<file path="src/rtl/clock_div_multi.sv">
// ---------------------------------------------------------------------------
// clock_div_multi
//
// Purpose:
//   NUM_CH independent clock dividers running off one system clock. Each
//   channel owns a synchronous WIDTH-bit counter; its divided clock and tick
//   are registered outputs, never used as clocks inside this block. Divisors
//   are changed through a valid/ready port into a per-channel shadow
//   register. The shadow value becomes active at the channel's next period
//   boundary, so a running period is never cut short by an update.
//
// Ports:
//   clock      in   system clock, all state updates on its rising edge
//   reset      in   asynchronous, active-high reset
//   enable     in   [NUM_CH]  per-channel run enable
//   cfg_valid  in   divisor update request
//   cfg_ch     in   [CH_W]    target channel of the update
//   cfg_div    in   [WIDTH]   new divisor (0 and 1 behave as 2)
//   cfg_ready  out  low while the addressed channel still holds a pending update
//   div_clock  out  [NUM_CH]  divided clock, high for floor(D/2) of D cycles
//   tick       out  [NUM_CH]  one-cycle pulse in the first high cycle of div_clock
//   sync       in   (only with CLOCK_DIV_MULTI_SYNC_EN) restarts every running
//                   channel so that all phases line up
//
// Optional feature macro: CLOCK_DIV_MULTI_SYNC_EN
// ---------------------------------------------------------------------------
module clock_div_multi #(
    parameter int NUM_CH      = 4,
    parameter int WIDTH       = 17,
    parameter int DEFAULT_DIV = 4,
    localparam int CH_W       = (NUM_CH > 1) ? $clog2(NUM_CH) : 1
) (
    input  logic              clock,
    input  logic              reset,
    input  logic [NUM_CH-1:0] enable,
    input  logic              cfg_valid,
    input  logic [CH_W-1:0]   cfg_ch,
    input  logic [WIDTH-1:0]  cfg_div,
`ifdef CLOCK_DIV_MULTI_SYNC_EN
    input  logic              sync,
`endif
    output logic              cfg_ready,
    output logic [NUM_CH-1:0] div_clock,
    output logic [NUM_CH-1:0] tick
);

    // Stored divisors of 0 or 1 run as 2.
    function automatic logic [WIDTH-1:0] eff_div(input logic [WIDTH-1:0] d);
        return (d < WIDTH'(2)) ? WIDTH'(2) : d;
    endfunction

    logic [NUM_CH-1:0] pending;

    // Ready only depends on the addressed channel; an index that matches no
    // channel leaves ready high and the update falls through unused.
    always_comb begin
        cfg_ready = 1'b1;
        for (int i = 0; i < NUM_CH; i++) begin
            if ((cfg_ch == i[CH_W-1:0]) && pending[i]) begin
                cfg_ready = 1'b0;
            end
        end
    end

    for (genvar i = 0; i < NUM_CH; i++) begin : g_ch
        logic [WIDTH-1:0] cnt;
        logic [WIDTH-1:0] act_div;
        logic [WIDTH-1:0] shadow;
        logic             pend_r;
        logic             run_r;
        logic             dclk_r;
        logic             tick_r;

        logic [WIDTH-1:0] d_cur;
        logic [WIDTH-1:0] d_nxt;
        logic [WIDTH-1:0] cnt_nxt;
        logic             wrap;
        logic             restart;
        logic             apply;
        logic             accept;

`ifdef CLOCK_DIV_MULTI_SYNC_EN
        assign restart = enable[i] && (!run_r || sync);
`else
        assign restart = enable[i] && !run_r;
`endif
        assign accept = cfg_valid && cfg_ready && (cfg_ch == CH_W'(i));

        always_comb begin
            d_cur = eff_div(act_div);
            wrap  = run_r && (cnt == d_cur - WIDTH'(1));
            // A pending divisor lands whenever a new period begins or the
            // channel is (or is becoming) idle.
            apply = pend_r && (!run_r || !enable[i] || wrap || restart);
            d_nxt = apply ? eff_div(shadow) : d_cur;
            if (!enable[i] || restart || wrap) begin
                cnt_nxt = '0;
            end else begin
                cnt_nxt = cnt + WIDTH'(1);
            end
        end

        // Outputs are derived from the next counter value and the divisor
        // that will govern it, so they line up with the counter cycle by cycle.
        always_ff @(posedge clock or posedge reset) begin
            if (reset) begin
                cnt     <= '0;
                act_div <= WIDTH'(DEFAULT_DIV);
                shadow  <= WIDTH'(DEFAULT_DIV);
                pend_r  <= 1'b0;
                run_r   <= 1'b0;
                dclk_r  <= 1'b0;
                tick_r  <= 1'b0;
            end else begin
                run_r  <= enable[i];
                cnt    <= cnt_nxt;
                dclk_r <= enable[i] && (cnt_nxt < (d_nxt >> 1));
                tick_r <= enable[i] && (cnt_nxt == '0);
                if (apply) begin
                    act_div <= shadow;
                    pend_r  <= 1'b0;
                end else if (accept) begin
                    shadow <= cfg_div;
                    pend_r <= 1'b1;
                end
            end
        end

        assign pending[i]   = pend_r;
        assign div_clock[i] = dclk_r;
        assign tick[i]      = tick_r;
    end

endmodule

</file>
<file path="config.mk">
export PLATFORM = sky130hd
export DESIGN_NAME = clock_div_multi
export DESIGN_NICKNAME = d
export VERILOG_FILES = /design/src/rtl/clock_div_multi.sv
export SDC_FILE = /design/constraint.sdc
export NUM_CORES = 1
export LEC_CHECK = 0
export BUFFER_PORTS_ARGS = -buffer_cell sky130_fd_sc_hd__buf_2
export CELL_PAD_IN_SITES_DETAIL_PLACEMENT = 0
export CELL_PAD_IN_SITES_GLOBAL_PLACEMENT = 1
export CORE_ASPECT_RATIO = 0.8
export CORE_MARGIN = 10
export CORE_UTILIZATION = 46
export CTS_CLUSTER_SIZE = 24
export DETAILED_ROUTE_END_ITERATION = 12
export GPL_ROUTABILITY_DRIVEN = 1
export PLACE_DENSITY = 0.8
export SLEW_MARGIN = 30
export SYNTH_ARGS = -nofsm -noshare
export SYNTH_HDL_FRONTEND = slang
export SYNTH_SLANG_ARGS = --single-unit
</file>
<file path="constraint.sdc">
create_clock -name clock -period 6.2 [get_ports clock]
set_clock_uncertainty 0.15 [all_clocks]
set_input_delay 0.31 -clock clock [delete_from_list [all_inputs] [get_ports clock]]
set_output_delay 0.31 -clock clock [all_outputs]
set_load 0.02 [all_outputs]
</file>
Word level (Yosys, flattened, before mapping)
Cells that the tools add are included.
{"block": "word_totals", "elab_cells": 157, "input_bits": 26, "ff_bits": 220}
{"block": "op_classes", "n_eq_ne": 7, "add_sub_neg": 8, "bitwise_logic": 4, "mux": 28, "n_reduce_logical": 70, "n_lt_le_gt_ge": 12}
{"cell": "17-bit two-way mux", "n": 16}
{"cell": "17-bit by 2-bit less-than comparator with 1-bit output, second input constant", "n": 8}
{"cell": "17-bit by 1-bit adder with 17-bit output, second input constant", "n": 4}
{"cell": "17-bit equality test", "n": 4}
{"cell": "17-bit zero test", "n": 4}
{"cell": "17-bit by 16-bit less-than comparator with 1-bit output", "n": 4}
{"cell": "17-bit by 1-bit subtractor with 17-bit output, second input constant", "n": 4}
{"cell": "1-bit logical AND", "n": 29}
{"cell": "1-bit logical OR", "n": 20}
{"cell": "1-bit two-way mux", "n": 12}
{"cell": "1-bit zero test", "n": 8}
{"cell": "2-bit AND reduction", "n": 4}
{"cell": "2-bit nonzero test", "n": 4}
{"cell": "2-bit equality test, second input constant", "n": 2}
{"cell": "1-bit NOT", "n": 4}
{"cell": "2-bit by 1-bit equality test with 1-bit output, second input constant", "n": 1}
{"cell": "2-bit zero test", "n": 1}

Longest topological paths before layout
{"block": "logic_depth", "depth_word": 11, "depth_mapped": 26, "ltp_nobuf": 22}

Least setup slack after synthesis
No wires, ideal clock.
{"block": "synth_path", "path_type": "flip-flop to flip-flop", "from": "reg g_ch[2].act_div[5]", "to": "reg g_ch[2].dclk_r", "stages_incl_launch_ff": 26, "slack_ns": 0.141, "period_less_slack_ns": 6.059, "arrival_ns": 5.815, "n_path_buf": 4, "path_cell_list": "dfrtp_1 > buf_2 > or4_1 > buf_2 > or4_4 > o31ai_2 > ha_1 > or4b_2 > or4b_2 > nand2_1 > nand3_1 > a211oi_1 > a41o_1 > buf_4 > nand2_4 > buf_4 > mux2i_1 > ha_1 > a21o_1 > a21o_1 > a21o_1 > a21oi_1 > nor2b_1 > o21ai_0 > nand4b_1 > a211oi_1"}
{"block": "synth_via", "elab_chain_cells": 11}
{"element": "start, declared", "line_no": "67", "source": "logic [WIDTH-1:0] act_div;"}
{"element": "start signal, assigned", "line_no": "108", "source": "act_div <= WIDTH'(DEFAULT_DIV);"}
{"element": "start signal, assigned", "line_no": "120", "source": "act_div <= shadow;"}
{"element": "17-bit by 2-bit less-than comparator with 1-bit output", "line_no": "49", "source": "return (d < WIDTH'(2)) ? WIDTH'(2) : d;"}
{"element": "17-bit two-way mux (*)", "line_no": "49"}
{"element": "17-bit by 1-bit subtractor with 17-bit output", "line_no": "91", "source": "wrap = run_r && (cnt == d_cur - WIDTH'(1));"}
{"element": "17-bit equality test", "line_no": "91"}
{"element": "1-bit logical AND", "line_no": "91"}
{"element": "1-bit logical OR (2 in a row)", "line_no": "94", "source": "apply = pend_r && (!run_r || !enable[i] || wrap || restart);"}
{"element": "1-bit logical AND", "line_no": "94"}
{"element": "17-bit two-way mux", "line_no": "95", "source": "d_nxt = apply ? eff_div(shadow) : d_cur;"}
{"element": "17-bit by 16-bit less-than comparator with 1-bit output (*)", "line_no": "117", "source": "dclk_r <= enable[i] && (cnt_nxt < (d_nxt >> 1));"}
{"element": "1-bit logical AND (*)", "line_no": "117"}
{"element": "end signal, assigned", "line_no": "117"}
{"element": "end, declared", "line_no": "71", "source": "logic dclk_r;"}
Mark *: on every way between the ends. The rest lies on a longest branch, timed or not.
A chain may end at the register's enable or synchronous reset.

Worst setup path in the final report
{"block": "layout_path", "from": "reg g_ch[2].act_div[7]", "to": "reg g_ch[2].dclk_r"}
The elaborated chain is that of the path after synthesis.

==> metrics.cfg <==
[sta]
slew_headroom_pct=39.5
finalCritPeriodShare_pct=95.9
maxSlewViolCount=0
worst_pin_slew_ps=906
setup_violations=0
hold_viol_final=0
min_period_ps=5950
fin_ws_ps=255
fmax_ghz=0.168

[power_and_ir_drop]
clock_power_share_pct=29.9
seqPwrFrac_pct=39.0
finalPower_mw=5.61
vdd_drop_max_v=0.000295
p_comb_share_pct=31.1
power_density_nw_per_um2=345
power_switching_mw=1.93
leakage_nw=7.23
internal-power_mw=3.67
p_sw_share_pct=34.5

[clock_tree]
cts_max_level=1
cts_tree=done
clock_latency_ps=530
cts_root_buf=clkbuf_16
cts_buffers=24
cts.sinks=220
clk_transition_reported_paths_ps=60
cts.path.max_buffers=3

[synthesis]
synth_area_leader_cell=dfrtp_1
synth_ff_type=dfrtp_1
ys_warn_count=0
synth_cells=1438
muxShareOfSynthArea_pct=15.6
ys_async_sr_fraction_pct=100
ys_top_cells_by_area=dfrtp_1 (37%), mux2_2 (9.4%), ha_1 (5.9%)
yosys.area_share.simple_pct=18.3
synthesis.nets=1532
synth_edf_count=0
yosysMostFrequentCell=dfrtp_1
synthTopCellsByCount=dfrtp_1 (212), nor2_1 (126), mux2_2 (120), xnor2_1 (79), ha_1 (68)
synth_fa_ha_area_share_pct=5.93
synth-xor-area-share_pct=8.36
ys_seq_area_share_pct=38.4
netlist_area_um2=14300
synth_top_family_by_area=simple AND/OR/NAND/NOR gates
synth_seq_cells=220
post_synth_num_cell_types=80
avgSynthCellArea_um2=9.98
synth-compound-area-share_pct=9.48
yosysTopAreaCellShare_pct=37.0

[grt]
grt_max_degree=107
grt.total_usage_pct=18.8
grt_pass1_wl_um=59500
grt_pass1_vias=10800
grt_antenna_before_repair=0
grt_overflow=0

[placed_design]
pre_cts_slack_ps=38.9
dpl.hpwl_um=27400
numPortBuffers=34
gp_congestion=0.911

[critical_path]
crit_type=register to register
worstRegToRegCells=21
arrival_ps=6190
critPathMaxFanout=10
endpoint_kind=register
start_kind=register
required_ps=6450

[final_layout]
fin_nets=1565
area_growth_pct=13.2
fill_cells=2756
drive_above_1_share_pct=20.6

[routing]
vias=11100
drc=0
dr.pass1.iters=5
drt_iter0_markers=739
ant_nets=0
wl_per_cell_um=19.3
postRouteWirelength_um=36700
avgViaCountPerCell=5.82

[worst_hold_path]
holdPathStages=2
worstHoldPathType=input port to register

[floorplanning]
coreArea_um2=30500
die_y_um=178
io_pins=35
initial_core_util_pct=47.0
core.rowCount=57
dieWidth_um=217
dieArea_um2=38700

[run_status]
status=completed

[run]
drv_cap=0

[final cells by class]
| cell class | count | area (um2) | area share (%) |
|---|---|---|---|
| clock inverters | 13 | 251 | 1.55 |
| multi-input cells | 1088 | 8370 | 51.6 |
| inverters | 40 | 154 | 0.948 |
| repair buffers | 97 | 747 | 4.60 |
| diodes | 1 | 2.50 | 0.0154 |
| flip-flops and latches | 220 | 5520 | 34.0 |
| clock buffers | 31 | 678 | 4.18 |
| well taps | 413 | 517 | 3.18 |
[state kept, by name, indices dropped and copies added (netlist names)]
name          count
g_ch.act_div     68
g_ch.cnt         68
g_ch.dclk_r       4
g_ch.pend_r       4
g_ch.run_r        4
g_ch.shadow      68
g_ch.tick_r       4
[final timing paths]
path | end | from | slack, ps
max | g_ch[2].dclk_r$_DFF_PP0_ | g_ch[2].act_div[7]$_DFFE_PP0N_ | 250
max in group asynchronous | g_ch[0].dclk_r$_DFF_PP0_ | reset | 4260
max reg2reg | g_ch[2].dclk_r$_DFF_PP0_ | g_ch[2].act_div[7]$_DFFE_PP0N_ | 250
min reg2reg | g_ch[2].shadow[0]$_DFFE_PP0P_ | g_ch[2].shadow[0]$_DFFE_PP0P_ | 350
min | g_ch[2].shadow[10]$_DFFE_PP0P_ | cfg_div[10] | 20
min in group asynchronous | g_ch[2].cnt[5]$_DFF_PP0_ | reset | 260
[stage by stage]
| step | instances | utilization, % | hold WS, ps | setup TNS (ps) | cell area, um2 |
|---|---|---|---|---|---|
| 2_1_floorplan | 1438 | - | 191 | 0 | 14400 |
| 3_3_place_gp | 1840 | 49.3 | 258 | 0 | 15100 |
| 3_5_place_dp | 1841 | 49.4 | 270 | 0 | 15100 |
| 4_1_cts | 1899 | 52.9 | 2.74 | 0 | 16200 |
| 5_1_grt | 1902 | 53.2 | 11.8 | -43.6 | 16200 |
| 6_report | 1903 | 53.2 | 16.9 | 0 | 16200 |
[cell usage in the layout (no fill, tap or decap), drive strengths merged, types with 11 or more instances in the layout]
cell           n
nand4         32
or4           11
and3          19
a31oi         20
nand2         66
buf           83
nand2b        12
mux2         140
xor2          58
nor3          53
a21o          22
dlygate4sd3   14
xnor2         79
nor2         126
nor4          36
mux2i         58
nor2b         17
ha            68
o21ai         25
a21oi         36
clkbuf        31
nand3         48
inv           39
dfrtp        212
nor3b         11
[timing repair]
action,in CTS,in global routing
buffers inserted,0,3
hold endpoints to repair,65,0
setup endpoints to repair,0,3
hold buffers,14,0
resized for setup,0,12
[routing by layer]
layer,track usage (%),share of wire [%]
met5,0,0
met4,4.19,2.1
met3,2.57,4.9
met2,28.9,44
met1,27.5,49
[critical path: stages (launching register included)]
cell	delay [ps]
dfrtp_1	370
or4_1	570
or4_4	600
o31ai_2	270
ha_1	250
or4b_4	510
or4b_2	620
nand2_1	90
nand3_1	90
a211oi_2	270
a41o_1	270
nand2_4	140
buf_6	210
mux2i_1	130
ha_1	320
a21o_1	120
a21oi_1	60
o21ai_0	250
nand3_1	150
a211o_1	280
nand4b_1	90
a211oi_1	50
[cell families after synthesis]
family	count (synthesis)
multiplexers	199
adder cells (fa/ha/maj)	68
XOR/XNOR	137
flip-flops	220
AND/OR/NAND/NOR	494
buffers and inverters	130
AO/OA/AOI/OAI	190
[power by group through the flow]
stage | Sequential, mW | Clock, mW | Combinational [mW]
global placement | 2.18 | 0 | 1.67
floorplan | 2.01 | 0 | 1.33
detailed placement | 2.19 | 0 | 1.71
finish | 2.19 | 1.67 | 1.75
CTS | 2.17 | 1.71 | 1.73
global route | 2.24 | 1.76 | 1.93
No activity file was read; power rests on OpenSTA's default activity.
